$ cat src/rtl/uart_tx_arbiter.sv
// uart_tx_arbiter: round-robin sharing of one UART TX serializer between the
// CPU TX register (requester 0) and the debug/echo path (requester 1).
// Sequences the serializer via a START pulse and BUSY handshake, watches for a
// serializer that never goes busy, and inserts an optional inter-frame gap.
module uart_tx_arbiter #(
   parameter int unsigned DATA_W       = 8,
   parameter int unsigned GAP_CYCLES   = 0,
   parameter int unsigned BUSY_TIMEOUT = 15
) (
   input  logic              CLK,
   input  logic              RST,
   input  logic              REQ0_VALID,
   input  logic [DATA_W-1:0] REQ0_DATA,
   output logic              REQ0_READY,
   input  logic              REQ1_VALID,
   input  logic [DATA_W-1:0] REQ1_DATA,
   output logic              REQ1_READY,
   output logic              TX_START,
   output logic [DATA_W-1:0] TX_DATA,
   input  logic              TX_BUSY,
   output logic [1:0]        GRANT,
   output logic              ACTIVE,
   output logic              ERR,
   input  logic              ERR_CLR
);

   // Counter holds whichever is larger: the busy timeout or the gap length.
   localparam int unsigned CNT_MAX = (BUSY_TIMEOUT > GAP_CYCLES) ? BUSY_TIMEOUT : GAP_CYCLES;
   localparam int unsigned CNT_W   = (CNT_MAX < 1) ? 1 : $clog2(CNT_MAX + 1);
   localparam bit          GAP_EN  = (GAP_CYCLES != 0);

   localparam logic [2:0] S_IDLE      = 3'd0;
   localparam logic [2:0] S_START     = 3'd1;
   localparam logic [2:0] S_WAIT_BUSY = 3'd2;
   localparam logic [2:0] S_WAIT_DONE = 3'd3;
   localparam logic [2:0] S_GAP       = 3'd4;

   localparam logic [CNT_W-1:0] CNT_ONE     = CNT_W'(1);
   localparam logic [CNT_W-1:0] CNT_TIMEOUT = CNT_W'(BUSY_TIMEOUT);
   localparam logic [CNT_W-1:0] CNT_GAP     = CNT_W'(GAP_CYCLES);

   logic [2:0]        state_q,    state_d;
   logic [CNT_W-1:0]  cnt_q,      cnt_d;
   logic              tx_start_q, tx_start_d;
   logic [DATA_W-1:0] tx_data_q,  tx_data_d;
   logic [1:0]        grant_q,    grant_d;
   logic              last_q,     last_d;     // 0: requester 0 granted last, 1: requester 1
   logic              active_q,   active_d;
   logic              err_q,      err_d;

   logic              can_accept_c;
   logic              pick1_c;
   logic              ready0_c;
   logic              ready1_c;
   logic              accept_c;
   logic              err_set_c;

   // Round-robin winner selection; readiness only in IDLE with an idle serializer.
   always_comb begin
      can_accept_c = RST && (state_q == S_IDLE) && !TX_BUSY;
      pick1_c      = REQ1_VALID && (!REQ0_VALID || !last_q);
      ready0_c     = can_accept_c && REQ0_VALID && !pick1_c;
      ready1_c     = can_accept_c && REQ1_VALID && pick1_c;
      accept_c     = ready0_c || ready1_c;
   end

   assign REQ0_READY = ready0_c;
   assign REQ1_READY = ready1_c;

   // Next-state and registered-output logic for the frame sequencer.
   always_comb begin
      state_d    = state_q;
      cnt_d      = cnt_q;
      tx_start_d = 1'b0;
      tx_data_d  = tx_data_q;
      grant_d    = grant_q;
      last_d     = last_q;
      err_set_c  = 1'b0;

      case (state_q)
         S_IDLE: begin
            if (accept_c) begin
               tx_data_d  = pick1_c ? REQ1_DATA : REQ0_DATA;
               grant_d    = pick1_c ? 2'b10 : 2'b01;
               last_d     = pick1_c;
               tx_start_d = 1'b1;
               state_d    = S_START;
            end
         end

         S_START: begin
            state_d = S_WAIT_BUSY;
            cnt_d   = CNT_TIMEOUT;
         end

         S_WAIT_BUSY: begin
            if (TX_BUSY) begin
               state_d = S_WAIT_DONE;
            end else if (cnt_q <= CNT_ONE) begin
               // Serializer never acknowledged the start: flag it and move on.
               err_set_c = 1'b1;
               if (GAP_EN) begin
                  state_d = S_GAP;
                  cnt_d   = CNT_GAP;
               end else begin
                  state_d = S_IDLE;
               end
            end else begin
               cnt_d = cnt_q - CNT_ONE;
            end
         end

         S_WAIT_DONE: begin
            if (!TX_BUSY) begin
               if (GAP_EN) begin
                  state_d = S_GAP;
                  cnt_d   = CNT_GAP;
               end else begin
                  state_d = S_IDLE;
               end
            end
         end

         S_GAP: begin
            if (cnt_q <= CNT_ONE) begin
               state_d = S_IDLE;
            end else begin
               cnt_d = cnt_q - CNT_ONE;
            end
         end

         default: begin
            state_d = S_IDLE;
         end
      endcase

      // Timeout set takes priority over a same-cycle clear.
      err_d    = err_set_c || (err_q && !ERR_CLR);
      active_d = (state_d != S_IDLE);
   end

   // State and output registers; last-grant resets to requester 1 so requester 0 wins the first tie.
   always_ff @(posedge CLK or negedge RST) begin
      if (!RST) begin
         state_q    <= S_IDLE;
         cnt_q      <= '0;
         tx_start_q <= 1'b0;
         tx_data_q  <= '0;
         grant_q    <= 2'b00;
         last_q     <= 1'b1;
         active_q   <= 1'b0;
         err_q      <= 1'b0;
      end else begin
         state_q    <= state_d;
         cnt_q      <= cnt_d;
         tx_start_q <= tx_start_d;
         tx_data_q  <= tx_data_d;
         grant_q    <= grant_d;
         last_q     <= last_d;
         active_q   <= active_d;
         err_q      <= err_d;
      end
   end

   assign TX_START = tx_start_q;
   assign TX_DATA  = tx_data_q;
   assign GRANT    = grant_q;
   assign ACTIVE   = active_q;
   assign ERR      = err_q;

endmodule

$ cat config.mk
export PLATFORM = sky130hd
export DESIGN_NAME = uart_tx_arbiter
export DESIGN_NICKNAME = d
export VERILOG_FILES = /design/src/rtl/uart_tx_arbiter.sv
export SDC_FILE = /design/constraint.sdc
export NUM_CORES = 1
export LEC_CHECK = 0
export BUFFER_PORTS_ARGS = -buffer_cell sky130_fd_sc_hd__buf_2
export CAP_MARGIN = 15
export CORE_MARGIN = 1.5
export CORE_UTILIZATION = 50
export DETAILED_ROUTE_END_ITERATION = 8
export GPL_ROUTABILITY_DRIVEN = 0
export GPL_TIMING_DRIVEN = 0
export PLACE_DENSITY = 0.9
export SYNTH_ARGS = -nofsm -noshare
export SYNTH_HDL_FRONTEND = slang
export SYNTH_SLANG_ARGS = --single-unit
export TNS_END_PERCENT = 20
$ cat constraint.sdc
create_clock -name CLK -period 4.1 [get_ports CLK]
set_input_delay 0.41 -clock CLK [delete_from_list [all_inputs] [get_ports CLK]]
set_output_delay 0.41 -clock CLK [all_outputs]
set_load 0.05 [all_outputs]
# ---- Word level (Yosys, flattened, before mapping)
# Cells that the tools add are included.
# W data, S select, Z words.
dict set report totals {
  mem_count 0
  reg_bits 21
  mem_bits_ro 0
  ramBits 0
  latchBits 0
}
dict set report op_classes {
  mul 0
  n_lt_le_gt_ge 1
  bitwise_logic 0
  eq_ne 5
  div 0
  n_reduce_logical 21
  add_sub_neg 1
  shifts 0
  muxes 15
}
# operator count
set op_table {}
lappend op_table {{$pmux W3 S5} 1}
lappend op_table {{$mux W3} 4}
lappend op_table {{$pmux W4 S3} 1}
lappend op_table {{$logic_and A1 B1 Y1} 8}
lappend op_table {{$mux W4} 2}
lappend op_table {{$mux W8} 1}
lappend op_table {{$eq A3 B2 Y1 const B} 2}
lappend op_table {{$reduce_bool A3 Y1} 2}
lappend op_table {{$logic_not A1 Y1} 5}
lappend op_table {{$mux W1} 5}
lappend op_table {{$le A4 B1 Y1 const B} 1}
lappend op_table {{$reduce_and A2 Y1} 2}
lappend op_table {{$sub A4 B1 Y4 const B} 1}
lappend op_table {{$eq A3 B1 Y1 const B} 1}
lappend op_table {{$eq A3 B3 Y1 const B} 1}
lappend op_table {{$logic_not A3 Y1} 1}
lappend op_table {{$logic_or A1 B1 Y1} 3}
lappend op_table {{$mux W2} 1}
lappend op_table {{$ne A2 B2 Y1 const B} 1}

# ---- Logic depth before layout (Yosys ltp)
# Gate-level depths: netlist (run 1).
dict set report logic_depth {
  depth_word 9
  mapped_depth 6
  depth_no_buf 6
}

# ---- Worst setup path before layout (run 1)
# Ideal clock, no wire load.
dict set report synth_timing {
  path_type {register to output}
  startpoint {reg state_q[2]}
  endpoint {out REQ0_READY}
  n_path_buf 0
  required_time_ps 3690
  slack_ps 2229
  path_stages_with_launch 4
  t_arrival_ps 1461
  path_cell_list {dfrtp_1 -> nor3_2 -> nand3_1 -> a21oi_2}
}
dict set report synth_between {
  elab_chain_cells 5
}
# element line_no
set synth_lines {}
lappend synth_lines {{from (decl)} 42} ;# logic [2:0] state_q, state_d;
lappend synth_lines {{from (signal assigned)} 154} ;# state_q <= state_d;
lappend synth_lines {{$logic_not A3 Y1} 60} ;# can_accept_c = RST && (state_q == S_IDLE) && !TX_BUSY;
lappend synth_lines {{$logic_and A1 B1 Y1 (2 in a row)} 60}
lappend synth_lines {{$logic_and A1 B1 Y1 (2 in a row)} 62} ;# ready0_c = can_accept_c && REQ0_VALID && !pick1_c;
lappend synth_lines {{to (decl)} 14} ;# output logic REQ0_READY,
# Every way passes these cells.

# ---- Worst setup path after layout (run 1)
# Ends and elaborated chain as after synthesis.

==> key figures, run 1 <==
STA
  • Slew margin rel.: 66.7%
  • Crit share post-route: approximately 60%
  • Worst slew pin tran: around 500 ps
  • Setup TNS: 0 ps
  • RSZ-0062 raised after global routing: false
  • Endpoints failing hold: 0
  • Fin worst setup slack: 1650 ps
  • Final min period: approximately 2400 ps
  • Setup-failing EPs final: 0
  • Max Transition Viols Final: 0
  • Worst clock skew: 7.06 ps
  • FMAX: 408 MHz

Power
  • P_leak: approximately 0.00064 uW
  • Worst vdd ir: 0.000429 V
  • Pwr/cell area: 749 nW/um2

Setup path
  • CP max stage delay: 460 ps
  • WP data arrival: 2040 ps
  • Worst path slowest cell: dfrtp_1
  • Startpoint Class: flip-flop
  • Crit path max fanout: 10
  • CP Capture Type: output port
  • CP Data Required Time: 3690 ps
  • CP cell instances: nor3_2 > nand3_1 > a21oi_2 > buf_2
  • Kind of critical path: flip-flop to output port

Floorplanning
  • Core area: 1760 um2
  • Die height: 46.9 um
  • Die area: 2200 um2
  • DIE WIDTH: 46.9 um
  • Row cnt: 15
  • Starting density of the core: 54.7%
  • Ports: 37

Global routing
  • Largest net degree at the start of global routing: 23
  • First-pass GRT wire length: slightly above 3000 um
  • Overall Global Routing Usage: between 20% and 30%
  • GRT overflow: 0
  • Vias in the first global route: 683
  • Initial antenna violation count: 0

CTS
  • # Post-CTS Setup Buffers: 0
  • CTS tree: done
  • Clock sinks: 21
  • Root Driver: clkbuf_4
  • TritonCTS Buffers: 3
  • Skew-Pair Late Insertion Delay: between 300 and 400 ps
  • Reg clk slew, reported paths: 110 ps
  • H-tree Lvls: 1
  • Gates resized, CTS repair: 0
  • Cts hold-fix bufs: 0
  • CTS max path bufs: 2

Detailed routing
  • Post-DR wirelength/cell: 13.3 um
  • Final ANT Viol Nets: 0
  • DRC errors left: 0
  • Number of DRC markers in iteration 0: 6
  • Drt via density: about 5.3
  • Via count: about 780
  • Final wirelength: 1950 um
  • Drt pass-1 iters: 4

Logic synthesis
  • Post-synth top flop: dfrtp_1
  • Yosys top cell by area: dfrtp_1
  • Leading cell types by total area after synthesis: dfrtp_1 (52%), a221o_1 (8.3%), nor2b_1 (5.8%), a221oi_4 (2.7%), dfstp_2 (2.7%)
  • Mean Syn Cell Area: ~12 um2
  • FFs w/ async S/R, synth: 100%
  • Yosys Warn Count: 0
  • Share of the synthesized area in the top cell type: 51.9%
  • Mapped Cells: 82
  • #FFs+latches synth: 21
  • Number of enable flip-flop cells after synthesis: 0
  • Syn_nets: 106
  • Library cells used by synthesis: 32
  • Register area share after synthesis: a little over half
  • Mapped cell area: around 960 um2

Layout
  • Fraction of layout cells with a size suffix above 1: 41.0%
  • Area grow syn2layout: 24.8%
  • Most frequent cells in the layout: buf_2 (38), dfrtp_1 (20), nor2b_1 (9), a221o_1 (8), inv_1 (6)
  • Layout Nets: 147
  • Commonest non-fill, non-tap cell in the layout: buf_2
  • Antenna diodes: 0

Status
  • Status: finished, final reports clean

Placed design
  • Pre-CTS setup slack: around 1700 ps
  • Port bufs: 36
  • Dpl hpwl: about 1500 um

Min path
  • Worst Hold Class: input pin to async pin

Run
  • Max_cap viols: 0
[per-layer routing]
metal  up-vias  wire length (um)  GRT usage [%]
li1        382                 -              -
met1       374               815           24.5
met2        16              1020           35.1
met3         5                82           8.08
met4         0                36           10.0
met5         -                 0              0
[layout make-up]
type / count / area [um2]
multi-input cells: 53 / 405
repair buffers: 36 / 180
well taps: 25 / 31.3
clock inverters: 1 / 5.00
plain buffers: 2 / 10.0
clock buffers: 3 / 22.5
fillers: 148 / 561
inverters: 6 / 22.5
flip-flops and latches: 21 / 527
[synthesized netlist by cell type (2+ instances only)]
cell,count
a21o_1,2
a21oi_1,3
a221o_1,8
buf_2,2
dfrtp_1,20
ha_1,2
inv_1,6
nand3_1,2
nor2_1,4
nor2b_1,9
nor3_1,3
[through the flow]
step	utilization, %	instance area, um2	power [uW]	hold WS [ps]	cells
final	68.2	1200	902	20.9	147
after floorplan	-	965	697	114	82
after global routing	68.2	1200	964	42.5	147
after detailed placement	66.7	1180	810	384	143
after CTS	68.2	1200	911	30.6	147
after global placement	66.7	1180	790	386	143
[logic make-up (layout without fill, tap and decap cells)]
kind of cell | count (synthesis) | in the layout | share of synthesized area [%]
simple gates | 27 | 27 | 16.7
buf+inv | 8 | 48 | 3.37
fa+ha+maj | 2 | 2 | 2.59
mux | 1 | 1 | 1.04
flops | 21 | 21 | 54.6
compound gates | 23 | 23 | 21.7
[report_power, final]
group,switching (uW),leakage [uW],internal (uW)
clock network,62.4,0.0000177,36.6
logic,306,0.000374,148
registers,57.7,0.000249,291
[registers in the layout, indices dropped and copies added, names as in the netlist]
register,count
ACTIVE,1
ERR,1
GRANT,2
TX_DATA,8
TX_START,1
cnt_q,4
last_q,1
state_q,3
[worst paths after layout]
kind | from | endpoint | slack (ps) | cells after the start
max in group asynchronous | RST | last_q$_DFFE_PN1P_ | 3740 | 1
worst min-delay path | RST | cnt_q[2]$_DFFE_PN0P_ | 20 | 1
worst min register to register | GRANT[1]$_DFFE_PN0P_ | GRANT[1]$_DFFE_PN0P_ | 490 | 1
worst max-delay path | state_q[2]$_DFF_PN0_ | REQ0_READY | 1650 | 4
min in group CLK | REQ1_DATA[0] | TX_DATA[0]$_DFFE_PN0P_ | 320 | 2
worst max register to register | cnt_q[0]$_DFFE_PN0P_ | cnt_q[2]$_DFFE_PN0P_ | 2290 | 6
[worst max-delay path: cells and delay by family, from the launching register on]
kind	cells	cell delay, ps
simple gates	2	490
flops	1	460
compound gates	1	420
buf+inv	1	360
No activity file was read; power rests on OpenSTA's default activity.
==> inputs of run 2 (changes only) <==
Settings changed: ABC_AREA set to 1, CORE_UTILIZATION 50 to 49, PLACE_DENSITY 0.9 to 0.86.
Clock period 4.1 ns to 2.3 ns, I/O delays scaled along.
==> run 2 against run 1 <==
Net effect: sequential cell count did not move; largest power group unchanged; die area rose by 21%; clock skew rose by 2.0 ps; non-clock buffer count rose by 3; register-to-register slack got worse by 1500 ps; worst setup slack got worse by 1300 ps; clock power rose by 92%; core utilization fell by 4.0 points.
==> key figures, run 2 <==
Status
  • Status: finished, final reports clean

Power
  • Sw frac: 52.0%
  • P_leak: around 0.00086 uW
  • Clock power frac: 10.1%
  • Seq pwr share: 33.6%
  • Pwr/cell area: between 1000 and 1500 nW/um2
  • Post-layout power: roughly 1900 uW
  • Switching power: 983 uW
  • Worst vdd ir: 0.000824 V
  • Power Internal: 908 uW
  • Comb power frac: 56.3%

CTS
  • TritonCTS Buffers: 3
  • CTS tree: done
  • H-tree Lvls: 1
  • Skew-Pair Late Insertion Delay: 320 ps
  • Clock sinks: 21
  • CTS max path bufs: 2
  • Reg clk slew, reported paths: between 100 and 150 ps
  • Gates resized, CTS repair: 0
  • Root Driver: clkbuf_4
  • # Post-CTS Setup Buffers: 0
  • Cts hold-fix bufs: 2

Logic synthesis
  • Mapped cell area: between 1000 and 1500 um2
  • Combinational family with the most area after synthesis: simple AND/OR/NAND/NOR gates
  • Simple-Gate Fraction of Synth Area: 41.5%
  • Most common cell in the synthesized netlist: nand2_1
  • Post-synth top flop: dfrtp_1
  • Share of the synthesized area in the top cell type: between 40% and 50%
  • Leading cell types by total area after synthesis: dfrtp_1 (43%), nand2_1 (24%), nand3_1 (8.6%), inv_1 (4.9%), nor2_4 (2.9%)
  • Synth Area in Compound Gates: 2.27%
  • Mapped Cells: 157
  • Number of enable flip-flop cells after synthesis: 0
  • Yosys Warn Count: 0
  • Synth top cells by count: nand2_1 (74), dfrtp_1 (20), nand3_1 (20)
  • Library cells used by synthesis: 16
  • Yosys top cell by area: dfrtp_1
  • Synth Area in XOR/XNOR: 0.757%
  • #FFs+latches synth: 21
  • FFs w/ async S/R, synth: 100%
  • Multiplexer share of the synthesized area: 0%
  • Syn_nets: 181
  • Adder-Cell Fraction of Synth Area: 2.16%
  • Register area share after synthesis: 45.5%
  • Mean Syn Cell Area: roughly 7.4 um2

STA
  • Slew margin rel.: 39.6%
  • Max Transition Viols Final: 0
  • Setup-failing EPs final: 0
  • Worst clock skew: 9.10 ps
  • Crit share post-route: 85.6%
  • Worst slew pin tran: 902 ps
  • Final min period: 1970 ps
  • Setup TNS: 0 ps
  • RSZ-0062 raised after global routing: false
  • Endpoints failing hold: 0
  • Fin worst setup slack: 331 ps
  • FMAX: approximately 510 MHz

Detailed routing
  • Drt via density: about 5
  • Via count: around 1100
  • DRC errors left: 0
  • Number of DRC markers in iteration 0: 24
  • Final wirelength: 2480 um
  • Drt pass-1 iters: 4
  • Post-DR wirelength/cell: 10.9 um
  • Final ANT Viol Nets: 0

Layout
  • Commonest non-fill, non-tap cell in the layout: nand2_1
  • Fraction of layout cells with a size suffix above 1: 27.1%
  • Design Area, Final: 1420 um2
  • Multi-input combinational cell area: 541 um2
  • Max reg flops: 8
  • Final cell count without fillers: 227
  • Fill cells: 202
  • Seq. cell area: 527 um2
  • Layout Nets: 224
  • Area grow syn2layout: 22.7%
  • Most frequent cells in the layout: nand2_1 (74), buf_2 (36), dfrtp_1 (20), nand3_1 (20), inv_1 (15)
  • Antenna diodes: 0

Setup path
  • Register-to-Register Path Depth: 10
  • FF-to-FF Start: cnt_q[0]$_DFFE_PN0P_
  • WP data arrival: between 1500 and 2000 ps
  • Setup crit end: REQ1_READY
  • Crit path max fanout: 10
  • CP Capture Type: output port
  • Kind of critical path: input pin to output port
  • R2r endpoint: cnt_q[2]$_DFFE_PN0P_
  • CP Data Required Time: 2070 ps
  • Internal reg-to-reg setup slack: around 800 ps
  • Setup crit start: RST
  • Startpoint Class: input pin

Global routing
  • GRT overflow: 0
  • Initial antenna violation count: 0
  • Overall Global Routing Usage: about a fifth
  • Largest net degree at the start of global routing: 21
  • Vias in the first global route: 1078
  • First-pass GRT wire length: 4240 um

Placed design
  • Area of placed instances: between 1000 and 1500 um2
  • Dpl hpwl: 1830 um
  • Port bufs: 36
  • Placed cells: 221
  • Pre-CTS setup slack: approximately 460 ps

Floorplanning
  • Row cnt: 17
  • Starting density of the core: 52.3%
  • Ports: 37
  • DIE WIDTH: just over 50 um
  • Die height: 51.6 um
  • Die area: between 2000 and 3000 um2
  • Core area: 2210 um2

Run
  • Max_cap viols: 0

Min path
  • Worst Hold Class: input pin to flip-flop
run 2: cell type report:
type	count	area share (%)
sequential	21	37.1
buffer	3	2.11
clock buffer	3	1.59
clock inverter	1	0.352
tap	28	2.47
inverter	16	4.23
timing repair buffer	38	14.1
multi-input combinational	117	38.1
run 2: layer usage:
layer | vias to the layer above | wire length, um | part of all wire [%] | track usage, %
met5 | - | 0 | 0 | 0
met4 | 0 | 57 | 2.3 | 11.4
met3 | 7 | 144 | 5.8 | 3.16
met2 | 47 | 1160 | 47 | 38.0
met1 | 500 | 1120 | 45 | 24.6
li1 | 564 | - | - | -
run 2: per-stage QoR:
step | hold WS, ps | util (%)
floorplan | -65.6 | -
global placement | 208 | 62.0
detailed placement | 224 | 62.0
CTS | 74.4 | 64.2
global route | 91.9 | 64.2
finish | 72.8 | 64.2
run 2: kinds of logic (layout without fill, tap and decap cells):
family / Yosys count / in the layout
simple gates: 111 / 111
xor+xnor: 1 / 1
flops: 21 / 21
compound gates: 3 / 3
buf+inv: 19 / 61
fa+ha+maj: 2 / 2
run 2: worst max-delay path, cell delays in order:
cell and delay (ps):
dlygate4sd3_1 520, buf_2 130, inv_1 40, nor2_1 110, inv_1 90, nor2_4 110
nand2_2 80, buf_6 140, inv_1 40, buf_2 240
run 2: how the worst min path moves through the flow:
stage | endpoint | cells after the start | from | slack, ps
final | ERR$_DFF_PN0_ | 2 | ERR_CLR | 70
after global routing | ERR$_DFF_PN0_ | 2 | ERR_CLR | 90
after CTS | ERR$_DFF_PN0_ | 2 | ERR_CLR | 70
after detailed placement | ERR$_DFF_PN0_ | 1 | RST | 220
after global placement | state_q[1]$_DFF_PN0_ | 1 | RST | 210
after floorplan | ACTIVE$_DFF_PN0_ | 0 | RST | -70
run 2: power groups by stage:
stage	combinational [uW]	sequential [uW]	clock, uW
after floorplan	495	968	0
after global placement	1020	635	0
after detailed placement	1060	640	0
after CTS	1070	635	192
after global routing	1160	657	201
final	1060	636	190
==> inputs of run 3 (changes only) <==
Settings changed: ABC_AREA 1 to not set, CORE_UTILIZATION 49 to 47.
==> run 3 against run 2 <==
Net effect: sequential share of layout area is 5.6 points higher; routed wire length is 21% lower; core utilization is 0.60 points lower; total power is 15% lower; non-clock buffer count is 1 lower; clock skew is 2.8 ps lower; worst setup slack worse by 170 ps; maximum frequency is 8.0% lower.
==> key figures, run 3 (same netlist as run 1, synthesis figures left out) <==
Setup path
  • Worst path slowest cell: dfrtp_1
  • CP Data Required Time: 2070 ps
  • Startpoint Class: flip-flop
  • Kind of critical path: flip-flop to output port
  • Crit path max fanout: 10
  • Register-to-Register Path Depth: 6
  • CP cell instances: nor3_2 > nand3_1 > a21oi_1 > buf_2 > clkbuf_4
  • CP max stage delay: 460 ps
  • WP data arrival: 1910 ps
  • CP Capture Type: output port

Detailed routing
  • Drt via density: 5.19
  • Post-DR wirelength/cell: 13.0 um
  • Drt pass-1 iters: 3
  • Via count: 783
  • Final wirelength: 1960 um
  • Number of DRC markers in iteration 0: 10
  • DRC errors left: 0
  • Final ANT Viol Nets: 0

CTS
  • TritonCTS Buffers: 3
  • Clock sinks: 21
  • Root Driver: clkbuf_4
  • CTS max path bufs: 2
  • H-tree Lvls: 1
  • Skew-Pair Late Insertion Delay: 300 ps
  • Reg clk slew, reported paths: 110 ps
  • # Post-CTS Setup Buffers: 0
  • CTS tree: done

Layout
  • Fill cells: 164
  • Antenna diodes: 0
  • Seq. cell area: 527 um2
  • Max reg flops: 8
  • Fraction of layout cells with a size suffix above 1: 39.5%
  • Area grow syn2layout: 28.0%
  • Multi-input combinational cell area: 413 um2
  • Final Util: a little under two thirds
  • Most frequent cells in the layout: buf_2 (37), dfrtp_1 (20), nor2b_1 (9), a221o_1 (8), inv_1 (6)
  • Layout Nets: ~150
  • Commonest non-fill, non-tap cell in the layout: buf_2

Global routing
  • GRT overflow: 0
  • Vias in the first global route: ~750
  • Overall Global Routing Usage: 19.3%
  • First-pass GRT wire length: 3430 um
  • Largest net degree at the start of global routing: 21
  • Initial antenna violation count: 0

STA
  • FMAX: 467 MHz
  • Crit share post-route: between 90% and 100%
  • RSZ-0062 raised after global routing: false
  • Worst clock skew: around 6.3 ps
  • Setup-failing EPs final: 0
  • Worst slew pin tran: 876 ps
  • Final min period: 2140 ps
  • Setup TNS: 0 ps
  • Slew margin rel.: 41.4%
  • Max Transition Viols Final: 0
  • Endpoints failing hold: 0

Placed design
  • Dpl hpwl: 1450 um
  • Port bufs: 36

Floorplanning
  • Core area: 1940 um2
  • Row cnt: 16
  • Die height: between 40 and 50 um
  • Ports: 37
  • DIE WIDTH: 48.3 um
  • Starting density of the core: about 50%
  • Die area: 2330 um2

Min path
  • Worst Hold Class: input pin to flip-flop
  • Hold Crit Depth: 2

Run
  • Max_cap viols: 0

Power
  • Worst vdd ir: 0.000960 V
  • P_leak: about 0.00065 uW
  • Pwr/cell area: 1310 nW/um2

Status
  • Status: finished, final reports clean
## run 3: metrics by stage
step           hold WS (ps)  setup slack [ps]  total power, uW  std cells  cell area, um2
3_3_place_gp            204               346             1410        145            1180
5_1_grt                 127              2.95             1710        151            1230
3_5_place_dp            215               284             1440        145            1180
6_report                147               159             1610        151            1230
4_1_cts                 142              39.7             1620        151            1220
2_1_floorplan         -65.6               518             1240         82             965
## run 3: report_power, final
part	switching (uW)	leakage [uW]	internal [uW]
sequential	105	0.000249	519
combinational	548	0.000383	265
clock	107	0.0000150	67.7
## run 3: metal layers
| metal | GRT usage [%] | share of wire, % | up-vias |
|---|---|---|---|
| met1 | 23.0 | 44 | 375 |
| met5 | 0 | 0 | - |
| li1 | - | - | 387 |
| met4 | 7.14 | 0.97 | 0 |
| met3 | 5.86 | 4.2 | 2 |
| met2 | 32.9 | 51 | 19 |
## run 3: worst max-delay path: cells and delay by family, from the launching register on
family | cells | cell delay (ps)
flops | 1 | 460
simple gates | 2 | 430
compound gates | 1 | 180
buf+inv | 2 | 520
## run 3: path summary, 6_finish.rpt
check / end / start / slack [ps]
max: REQ1_READY / state_q[2]$_DFF_PN0_ / 160
min: TX_DATA[7]$_DFFE_PN0P_ / REQ1_DATA[7] / 150
max reg2reg: cnt_q[2]$_DFFE_PN0P_ / cnt_q[0]$_DFFE_PN0P_ / 460
min reg2reg: cnt_q[3]$_DFFE_PN0P_ / cnt_q[3]$_DFFE_PN0P_ / 490
max in group asynchronous: cnt_q[2]$_DFFE_PN0P_ / RST / 630
min in group asynchronous: last_q$_DFFE_PN1P_ / RST / 390
## run 3: area by class of cell
class,instances,share of cell area (%)
buffer,2,0.811
clock buffer,4,2.13
inverter,6,1.82
multi-input combinational,53,33.4
sequential,21,42.7
tap,27,2.74
timing repair buffer,38,16.4
## run 3: repair_timing
item                                   CTS  global route
resized for setup                        0             2
endpoints found under the hold margin   20             0
setup endpoints to repair                0             2
hold buffers                             2             0
